[src/rtl/ktms_fc_pkg.sv]
// Shared definitions for the FC completion path: status override code, counter sizing, request-stage states.
package ktms_fc_pkg;

    // Status reported in place of the native one whenever an error was recorded for the tag.
    localparam logic [63:0] ERR_OVR_STAT = '1;

    function automatic int outst_cnt_width(input int max_outst);
        return $clog2(max_outst + 1);
    endfunction

    typedef enum logic {
        REQ_EMPTY = 1'b0,
        REQ_FULL  = 1'b1
    } req_state_e;

endpackage

[src/rtl/ktms_fc_cmpl_if.sv]
// Handshake bundle of ktms_fc_cmpl: completion in, error-store read/return, completion record out.
// o_errcnt exists only when KTMS_FC_CMPL_ERRCNT_EN is defined.
interface ktms_fc_cmpl_if #(
    parameter int tag_width     = 1,
    parameter int tag_par_width = 1,
    parameter int width         = 1,
    parameter int stat_width    = 8
);
    localparam int tag_width_w_par = tag_width + tag_par_width;

    logic                       i_cmpl_v;
    logic                       i_cmpl_r;
    logic [tag_width_w_par-1:0] i_cmpl_tag;
    logic [stat_width-1:0]      i_cmpl_stat;

    logic                       er_rd_v;
    logic                       er_rd_r;
    logic [tag_width_w_par-1:0] er_rd_tag;
    logic [stat_width-1:0]      er_rd_aux;

    logic                       er_v;
    logic                       er_r;
    logic                       er_dv;
    logic [width-1:0]           er_d;
    logic [stat_width-1:0]      er_aux;
    logic [tag_width_w_par-1:0] er_tag;

    logic                       o_v;
    logic                       o_r;
    logic [tag_width_w_par-1:0] o_tag;
    logic                       o_err;
    logic [stat_width-1:0]      o_stat;
    logic [width-1:0]           o_edata;
    logic                       o_perror;
`ifdef KTMS_FC_CMPL_ERRCNT_EN
    logic [31:0]                o_errcnt;

    modport slave (
        input  i_cmpl_v, i_cmpl_tag, i_cmpl_stat, output i_cmpl_r,
        output er_rd_v, er_rd_tag, er_rd_aux, input er_rd_r,
        input  er_v, er_dv, er_d, er_aux, er_tag, output er_r,
        output o_v, o_tag, o_err, o_stat, o_edata, o_perror, o_errcnt, input o_r
    );
    modport master (
        output i_cmpl_v, i_cmpl_tag, i_cmpl_stat, input i_cmpl_r,
        input  er_rd_v, er_rd_tag, er_rd_aux, output er_rd_r,
        output er_v, er_dv, er_d, er_aux, er_tag, input er_r,
        input  o_v, o_tag, o_err, o_stat, o_edata, o_perror, o_errcnt, output o_r
    );
`else
    modport slave (
        input  i_cmpl_v, i_cmpl_tag, i_cmpl_stat, output i_cmpl_r,
        output er_rd_v, er_rd_tag, er_rd_aux, input er_rd_r,
        input  er_v, er_dv, er_d, er_aux, er_tag, output er_r,
        output o_v, o_tag, o_err, o_stat, o_edata, o_perror, input o_r
    );
    modport master (
        output i_cmpl_v, i_cmpl_tag, i_cmpl_stat, input i_cmpl_r,
        input  er_rd_v, er_rd_tag, er_rd_aux, output er_rd_r,
        output er_v, er_dv, er_d, er_aux, er_tag, input er_r,
        input  o_v, o_tag, o_err, o_stat, o_edata, o_perror, output o_r
    );
`endif
endinterface

[src/rtl/capi_parcheck.sv]
// Odd-parity checker: flags (one cycle later) a qualified word whose parity bit does not make the total odd.
module capi_parcheck #(
    parameter int width = 1
) (
    input  logic             clk,
    input  logic             reset,
    input  logic [width-1:0] data,
    input  logic             datap,
    input  logic             check,
    output logic             parerr
);
    logic parerr_reg;

    always_ff @(posedge clk) begin
        if (reset) begin
            parerr_reg <= 1'b0;
        end else begin
            parerr_reg <= check & (datap != ~(^data));
        end
    end

    assign parerr = parerr_reg;
endmodule

[src/rtl/ktms_fc_cmpl_skid.sv]
// Two-entry in-order output buffer; wr_r depends only on occupancy so the upstream sees no combinational path from rd_r.
module ktms_fc_cmpl_skid #(
    parameter int dw = 8
) (
    input  logic          clk,
    input  logic          reset,
    input  logic          wr_v,
    output logic          wr_r,
    input  logic [dw-1:0] wr_d,
    output logic          rd_v,
    input  logic          rd_r,
    output logic [dw-1:0] rd_d
);
    logic       wr_ptr_reg;
    logic       rd_ptr_reg;
    logic [1:0] cnt_reg;
    logic       wr_hs;
    logic       rd_hs;

    assign wr_r  = (cnt_reg != 2'd2);
    assign rd_v  = (cnt_reg != 2'd0);
    assign wr_hs = wr_v & wr_r;
    assign rd_hs = rd_v & rd_r;

    for (genvar gi = 0; gi < 2; gi++) begin : g_ent
        logic [dw-1:0] ent_reg;

        always_ff @(posedge clk) begin
            if (reset) begin
                ent_reg <= '0;
            end else if (wr_hs && (wr_ptr_reg == 1'(gi))) begin
                ent_reg <= wr_d;
            end
        end
    end

    assign rd_d = rd_ptr_reg ? g_ent[1].ent_reg : g_ent[0].ent_reg;

    always_ff @(posedge clk) begin
        if (reset) begin
            wr_ptr_reg <= 1'b0;
            rd_ptr_reg <= 1'b0;
            cnt_reg    <= 2'd0;
        end else begin
            if (wr_hs) wr_ptr_reg <= ~wr_ptr_reg;
            if (rd_hs) rd_ptr_reg <= ~rd_ptr_reg;
            if (wr_hs && !rd_hs)      cnt_reg <= cnt_reg + 2'd1;
            else if (!wr_hs && rd_hs) cnt_reg <= cnt_reg - 2'd1;
        end
    end
endmodule

[src/rtl/ktms_fc_cmpl.sv]
// Completion merge: reads the per-tag error store for each completing tag and emits one merged record per tag.
// Define KTMS_FC_CMPL_ERRCNT_EN to add the saturating o_errcnt error counter.
module ktms_fc_cmpl
    import ktms_fc_pkg::*;
#(
    parameter int tag_width     = 1,
    parameter int tag_par_width = 1,
    parameter int width         = 1,
    parameter int stat_width    = 8,
    parameter int max_outst     = 4
) (
    input  logic           clk,
    input  logic           reset,
    ktms_fc_cmpl_if.slave  bus
);
    localparam int tag_width_w_par = tag_width + tag_par_width;
    localparam int cnt_width       = outst_cnt_width(max_outst);
    // Record layout in the skid buffer: {tag, err, stat, edata}
    localparam int stat_lsb  = width;
    localparam int err_bit   = width + stat_width;
    localparam int tag_lsb   = err_bit + 1;
    localparam int rec_width = tag_lsb + tag_width_w_par;

    req_state_e                 req_state_reg, req_state_next;
    logic [tag_width_w_par-1:0] req_tag_reg;
    logic [stat_width-1:0]      req_stat_reg;
    logic [cnt_width-1:0]       outst_cnt_reg, outst_cnt_next;

    logic cnt_ok;
    logic cmpl_acc;
    logic rd_hs;
    logic er_hs;
    logic o_hs;

    // ---------------- request stage ----------------
    assign cnt_ok        = (outst_cnt_reg < cnt_width'(max_outst));
    assign bus.er_rd_v   = (req_state_reg == REQ_FULL) & cnt_ok;
    assign rd_hs         = bus.er_rd_v & bus.er_rd_r;
    assign bus.i_cmpl_r  = (req_state_reg == REQ_EMPTY) | rd_hs;
    assign cmpl_acc      = bus.i_cmpl_v & bus.i_cmpl_r;
    assign bus.er_rd_tag = req_tag_reg;
    assign bus.er_rd_aux = req_stat_reg;

    always_comb begin
        req_state_next = req_state_reg;
        if (cmpl_acc) begin
            req_state_next = REQ_FULL;
        end else if (rd_hs) begin
            req_state_next = REQ_EMPTY;
        end
    end

    always_ff @(posedge clk) begin
        if (reset) begin
            req_state_reg <= REQ_EMPTY;
            req_tag_reg   <= '0;
            req_stat_reg  <= '0;
        end else begin
            req_state_reg <= req_state_next;
            if (cmpl_acc) begin
                req_tag_reg  <= bus.i_cmpl_tag;
                req_stat_reg <= bus.i_cmpl_stat;
            end
        end
    end

    // ---------------- outstanding-read accounting ----------------
    // A read stays counted until its merged record leaves, which bounds skid + store occupancy.
    always_comb begin
        outst_cnt_next = outst_cnt_reg;
        if (rd_hs && !o_hs && (outst_cnt_reg != cnt_width'(max_outst))) begin
            outst_cnt_next = outst_cnt_reg + 1'b1;
        end else if (!rd_hs && o_hs && (outst_cnt_reg != '0)) begin
            outst_cnt_next = outst_cnt_reg - 1'b1;
        end
    end

    always_ff @(posedge clk) begin
        if (reset) begin
            outst_cnt_reg <= '0;
        end else begin
            outst_cnt_reg <= outst_cnt_next;
        end
    end

    // ---------------- merge + output buffer ----------------
    logic [stat_width-1:0] stat_merged;
    logic [width-1:0]      edata_merged;
    logic [rec_width-1:0]  rec_in;
    logic [rec_width-1:0]  rec_out;

    assign stat_merged  = bus.er_dv ? ERR_OVR_STAT[stat_width-1:0] : bus.er_aux;
    assign edata_merged = bus.er_dv ? bus.er_d : '0;
    assign rec_in       = {bus.er_tag, bus.er_dv, stat_merged, edata_merged};
    assign er_hs        = bus.er_v & bus.er_r;
    assign o_hs         = bus.o_v & bus.o_r;

    ktms_fc_cmpl_skid #(
        .dw(rec_width)
    ) u_skid (
        .clk   (clk),
        .reset (reset),
        .wr_v  (bus.er_v),
        .wr_r  (bus.er_r),
        .wr_d  (rec_in),
        .rd_v  (bus.o_v),
        .rd_r  (bus.o_r),
        .rd_d  (rec_out)
    );

    assign bus.o_edata = rec_out[stat_lsb-1:0];
    assign bus.o_stat  = rec_out[err_bit-1:stat_lsb];
    assign bus.o_err   = rec_out[err_bit];
    assign bus.o_tag   = rec_out[rec_width-1:tag_lsb];

    // ---------------- parity (tag parity sits in bit 0) ----------------
    logic perr_in;
    logic perr_er;
    logic perror_reg;

    capi_parcheck #(
        .width(tag_width)
    ) u_pc_in (
        .clk    (clk),
        .reset  (reset),
        .data   (bus.i_cmpl_tag[tag_width_w_par-1:tag_par_width]),
        .datap  (bus.i_cmpl_tag[0]),
        .check  (cmpl_acc),
        .parerr (perr_in)
    );

    capi_parcheck #(
        .width(tag_width)
    ) u_pc_er (
        .clk    (clk),
        .reset  (reset),
        .data   (bus.er_tag[tag_width_w_par-1:tag_par_width]),
        .datap  (bus.er_tag[0]),
        .check  (er_hs),
        .parerr (perr_er)
    );

    always_ff @(posedge clk) begin
        if (reset) begin
            perror_reg <= 1'b0;
        end else if (perr_in || perr_er) begin
            perror_reg <= 1'b1;
        end
    end

    assign bus.o_perror = perror_reg;

`ifdef KTMS_FC_CMPL_ERRCNT_EN
    logic [31:0] errcnt_reg;

    always_ff @(posedge clk) begin
        if (reset) begin
            errcnt_reg <= '0;
        end else if (o_hs && bus.o_err && (errcnt_reg != 32'hFFFF_FFFF)) begin
            errcnt_reg <= errcnt_reg + 32'd1;
        end
    end

    assign bus.o_errcnt = errcnt_reg;
`endif

endmodule

[src/flat_wrapper.sv]
// flat-port wrapper written by rule: the top's interface ports become plain ports
module ktms_fc_cmpl_flat import ktms_fc_pkg::*;
#(
    parameter int tag_width     = 1,
    parameter int tag_par_width = 1,
    parameter int width         = 1,
    parameter int stat_width    = 8,
    parameter int max_outst     = 4
)
  (clk, reset, bus_i_cmpl_v, bus_i_cmpl_tag, bus_i_cmpl_stat, bus_i_cmpl_r, bus_er_rd_v, bus_er_rd_tag, bus_er_rd_aux, bus_er_rd_r, bus_er_v, bus_er_dv, bus_er_d, bus_er_aux, bus_er_tag, bus_er_r, bus_o_v, bus_o_tag, bus_o_err, bus_o_stat, bus_o_edata, bus_o_perror, bus_o_r);
  ktms_fc_cmpl_if #(.tag_width(tag_width), .tag_par_width(tag_par_width), .width(width), .stat_width(stat_width)) bus_i ();
  input  logic clk;
  input  logic reset;
  input wire logic [$bits(bus_i.i_cmpl_v)-1:0] bus_i_cmpl_v;
  input wire logic [$bits(bus_i.i_cmpl_tag)-1:0] bus_i_cmpl_tag;
  input wire logic [$bits(bus_i.i_cmpl_stat)-1:0] bus_i_cmpl_stat;
  output wire logic [$bits(bus_i.i_cmpl_r)-1:0] bus_i_cmpl_r;
  output wire logic [$bits(bus_i.er_rd_v)-1:0] bus_er_rd_v;
  output wire logic [$bits(bus_i.er_rd_tag)-1:0] bus_er_rd_tag;
  output wire logic [$bits(bus_i.er_rd_aux)-1:0] bus_er_rd_aux;
  input wire logic [$bits(bus_i.er_rd_r)-1:0] bus_er_rd_r;
  input wire logic [$bits(bus_i.er_v)-1:0] bus_er_v;
  input wire logic [$bits(bus_i.er_dv)-1:0] bus_er_dv;
  input wire logic [$bits(bus_i.er_d)-1:0] bus_er_d;
  input wire logic [$bits(bus_i.er_aux)-1:0] bus_er_aux;
  input wire logic [$bits(bus_i.er_tag)-1:0] bus_er_tag;
  output wire logic [$bits(bus_i.er_r)-1:0] bus_er_r;
  output wire logic [$bits(bus_i.o_v)-1:0] bus_o_v;
  output wire logic [$bits(bus_i.o_tag)-1:0] bus_o_tag;
  output wire logic [$bits(bus_i.o_err)-1:0] bus_o_err;
  output wire logic [$bits(bus_i.o_stat)-1:0] bus_o_stat;
  output wire logic [$bits(bus_i.o_edata)-1:0] bus_o_edata;
  output wire logic [$bits(bus_i.o_perror)-1:0] bus_o_perror;
  input wire logic [$bits(bus_i.o_r)-1:0] bus_o_r;
  assign bus_i.i_cmpl_v = bus_i_cmpl_v;
  assign bus_i.i_cmpl_tag = bus_i_cmpl_tag;
  assign bus_i.i_cmpl_stat = bus_i_cmpl_stat;
  assign bus_i_cmpl_r = bus_i.i_cmpl_r;
  assign bus_er_rd_v = bus_i.er_rd_v;
  assign bus_er_rd_tag = bus_i.er_rd_tag;
  assign bus_er_rd_aux = bus_i.er_rd_aux;
  assign bus_i.er_rd_r = bus_er_rd_r;
  assign bus_i.er_v = bus_er_v;
  assign bus_i.er_dv = bus_er_dv;
  assign bus_i.er_d = bus_er_d;
  assign bus_i.er_aux = bus_er_aux;
  assign bus_i.er_tag = bus_er_tag;
  assign bus_er_r = bus_i.er_r;
  assign bus_o_v = bus_i.o_v;
  assign bus_o_tag = bus_i.o_tag;
  assign bus_o_err = bus_i.o_err;
  assign bus_o_stat = bus_i.o_stat;
  assign bus_o_edata = bus_i.o_edata;
  assign bus_o_perror = bus_i.o_perror;
  assign bus_i.o_r = bus_o_r;
  ktms_fc_cmpl #(.tag_width(tag_width), .tag_par_width(tag_par_width), .width(width), .stat_width(stat_width), .max_outst(max_outst)) u_core (.clk(clk), .reset(reset), .bus(bus_i));
endmodule
[config.mk]
export PLATFORM = sky130hd
export DESIGN_NAME = ktms_fc_cmpl_flat
export DESIGN_NICKNAME = d
export VERILOG_FILES = /design/src/rtl/ktms_fc_pkg.sv /design/src/rtl/ktms_fc_cmpl_if.sv /design/src/rtl/capi_parcheck.sv /design/src/rtl/ktms_fc_cmpl_skid.sv /design/src/rtl/ktms_fc_cmpl.sv /design/src/flat_wrapper.sv
export SDC_FILE = /design/constraint.sdc
export NUM_CORES = 1
export LEC_CHECK = 0
export BUFFER_PORTS_ARGS = -buffer_cell sky130_fd_sc_hd__buf_2
export CORE_MARGIN = 2
export CORE_UTILIZATION = 51
export DETAILED_ROUTE_END_ITERATION = 7
export HOLD_SLACK_MARGIN = 0.03
export PLACE_DENSITY = 0.88
export SLEW_MARGIN = 20
export SYNTH_ARGS = -nofsm -noshare
export SYNTH_HDL_FRONTEND = slang
export SYNTH_SLANG_ARGS = --single-unit
[constraint.sdc]
create_clock -name clk -period 2.5 [get_ports clk]
set_clock_uncertainty 0.2 [all_clocks]
set_input_delay 0.375 -clock clk [delete_from_list [all_inputs] [get_ports clk]]
set_output_delay 0.375 -clock clk [all_outputs]
set_load 0.05 [all_outputs]
==> out/results.ini <==
[synth]
synth_area_leader_cell=dfxtp_1
synthCells=193
yosysTopAreaCellShare=0.444
ys_ff_latch=45
yosysSeqAreaShare=0.444
avgSynthCellArea_sq_um=10.5
synth_fp_nets=223
yosys_warnings=0
netlist_area_sq_um=2030
ys.flop_type=dfxtp_1
synth_async_sr_flop_share=0
synth_cell_types=36
synth_area_leaders=dfxtp_1 44%, a211oi_2 9.9%, mux2i_1 7.9%
synth_edf_count=0

[min_path]
min_path_cells=3
min_path_type=in2reg

[power_and_ir_drop]
power_mw=2.41
power.density_nw_per_um2=1010
leakagePower_nw=1.04
vdd_ir_drop_max_mv=0.579

[timing]
max_freq_mhz=467
relSlewSlack=0.748
period_minus_slack_ps=2140
setup_violations=0
worst-slew-pin-transition_ps=378
tns_ps=0
hold_viol=0
grt_setup_unrepaired=no
fin_ws_ps=359
period_share=0.856
drv_slew=0

[finish]
drive_gt1_frac=0.435
largest_reg_flops=24
fin_area_sq_um=2390
nets=275
antenna_cells=0
mostFrequentLayoutCell=buf_2
postLayoutCoreUtil=0.638
syn_to_final_growth_pct=17.9
mostFrequentLayoutCells=54 x buf_2, 45 x dfxtp_1, 37 x nor2_1

[floorplanning]
core_area_sq_um=3740
rows=22
die_y_um=67.0
initial_utilization=0.541
boundaryPins=55
fp.dieW_um=67.0
dieArea_sq_um=4490

[detailed_routing]
wirelength_mm=3.85
viasPerCell=5.20
via_count=1529
drt_iter0_drc=78
detail-route-antenna-nets=0
dr.pass1.iters=4
routedWlPerCell_um=13.1
drc_errors=0

[critical_path]
worstPathMaxFanout=6
worstPathRequired_ps=2520
crit_path_end_kind=flip-flop
worstPathArrival_ps=2160
worstRegToRegCells=5
crit_type=reg2reg
start_kind=flip-flop

[clocking]
cts_buffers=5
cts_resized=0
clockRootBuffer=clkbuf_8
clock_path_buffers=2
post_cts_buffers=0
cts_tree=yes
clk_latency_ps=290
ctsHoldBuffers=0
h-tree-depth=2
cts_sinks=45
path_clk_slew_ps=80

[grt]
grt_pass1_vias=1461
grt_pass1_wl_mm=6.36
grt_usage=0.188
antenna_found_initial=0
grt_max_degree=31
gr-total-overflow=0

[status]
status=completed

[placement]
dp_hpwl_mm=2.82
gp_congestion=0.818
port_buffers=54
dpl_worst_slack_ps=369
dpl-instance-area_sq_um=2290

[run]
maxCapViolations=0

per-layer routing:
| layer | routed length (um) | vias up | track usage |
|---|---|---|---|
| li1 | - | 760 | - |
| met1 | 1740 | 717 | 0.221 |
| met2 | 1820 | 50 | 0.325 |
| met3 | 287 | 2 | 0.0693 |
| met4 | 11 | 0 | 0.0383 |
| met5 | 0 | - | 0 |
critical path, cell delays in order, from the launching register on:
cell	delay (ps)
dfxtp_1	370
o21ai_2	290
nand2b_1	130
fa_1	420
or4_1	520
a31oi_1	140
kinds of logic after synthesis:
group,share of synthesized area
AND/OR/NAND/NOR,0.169
flip-flops,0.444
adder cells (fa/ha/maj),0.0160
multiplexers,0.146
buffers and inverters,0.0543
AO/OA/AOI/OAI,0.141
XOR/XNOR,0.0302
cells in the mapped netlist (2+ instances only):
library cell	count
dfxtp_1	45
nor2_1	37
a211oi_2	16
mux2i_1	16
mux2_2	12
nor2_2	8
xor2_1	6
a21oi_1	5
clkbuf_1	4
nand2b_1	4
o21ai_0	4
inv_1	3
buf_12	2
buf_2	2
buf_6	2
nand2_1	2
nand3_1	2
nand3b_1	2
nor2b_1	2
nor3_1	2
or2_1	2
cell type report:
cell class                      instances  area [sq um]
Tap cell                               48          60.1
Multi-Input combinational cell        133          1020
Fill cell                             314          1350
Clock inverter                          2          13.8
Sequential cell                        45           901
Clock buffer                            6          82.6
Timing Repair Buffer                   57           305
Inverter                                3          11.3
through the flow:
stage                     hold WS (ps)  cells
after floorplan                    215    193
after global placement             223    286
after detailed placement           230    286
after CTS                          107    294
after global routing               104    294
final                              111    294
path summary, 6_finish.rpt:
check	startpoint	to	slack [ps]
hold / removal	bus_i_cmpl_stat[1]	u_core.bus.er_rd_aux[1]$_SDFFE_PP0P_	110
hold reg to reg	u_core.u_pc_in.parerr$_SDFF_PP0_	u_core.bus.o_perror$_SDFFE_PP0P_	240
setup reg to reg	u_core.u_skid.cnt_reg[1]$_SDFFE_PP0P_	u_core.outst_cnt_reg[2]$_SDFFE_PP0P_	360
setup / recovery	u_core.u_skid.cnt_reg[1]$_SDFFE_PP0P_	u_core.outst_cnt_reg[2]$_SDFFE_PP0P_	360
power breakdown:
| group | leakage [nW] | switching (mW) | total, mW | internal, mW |
|---|---|---|---|---|
| Sequential | 0.370 | 0.107 | 0.950 | 0.843 |
| Combinational | 0.615 | 0.637 | 0.995 | 0.358 |
| Clock | 0.0512 | 0.241 | 0.465 | 0.224 |
| Total | 1.04 | 0.985 | 2.41 | 1.43 |
(Power assumes the default switching activity.)
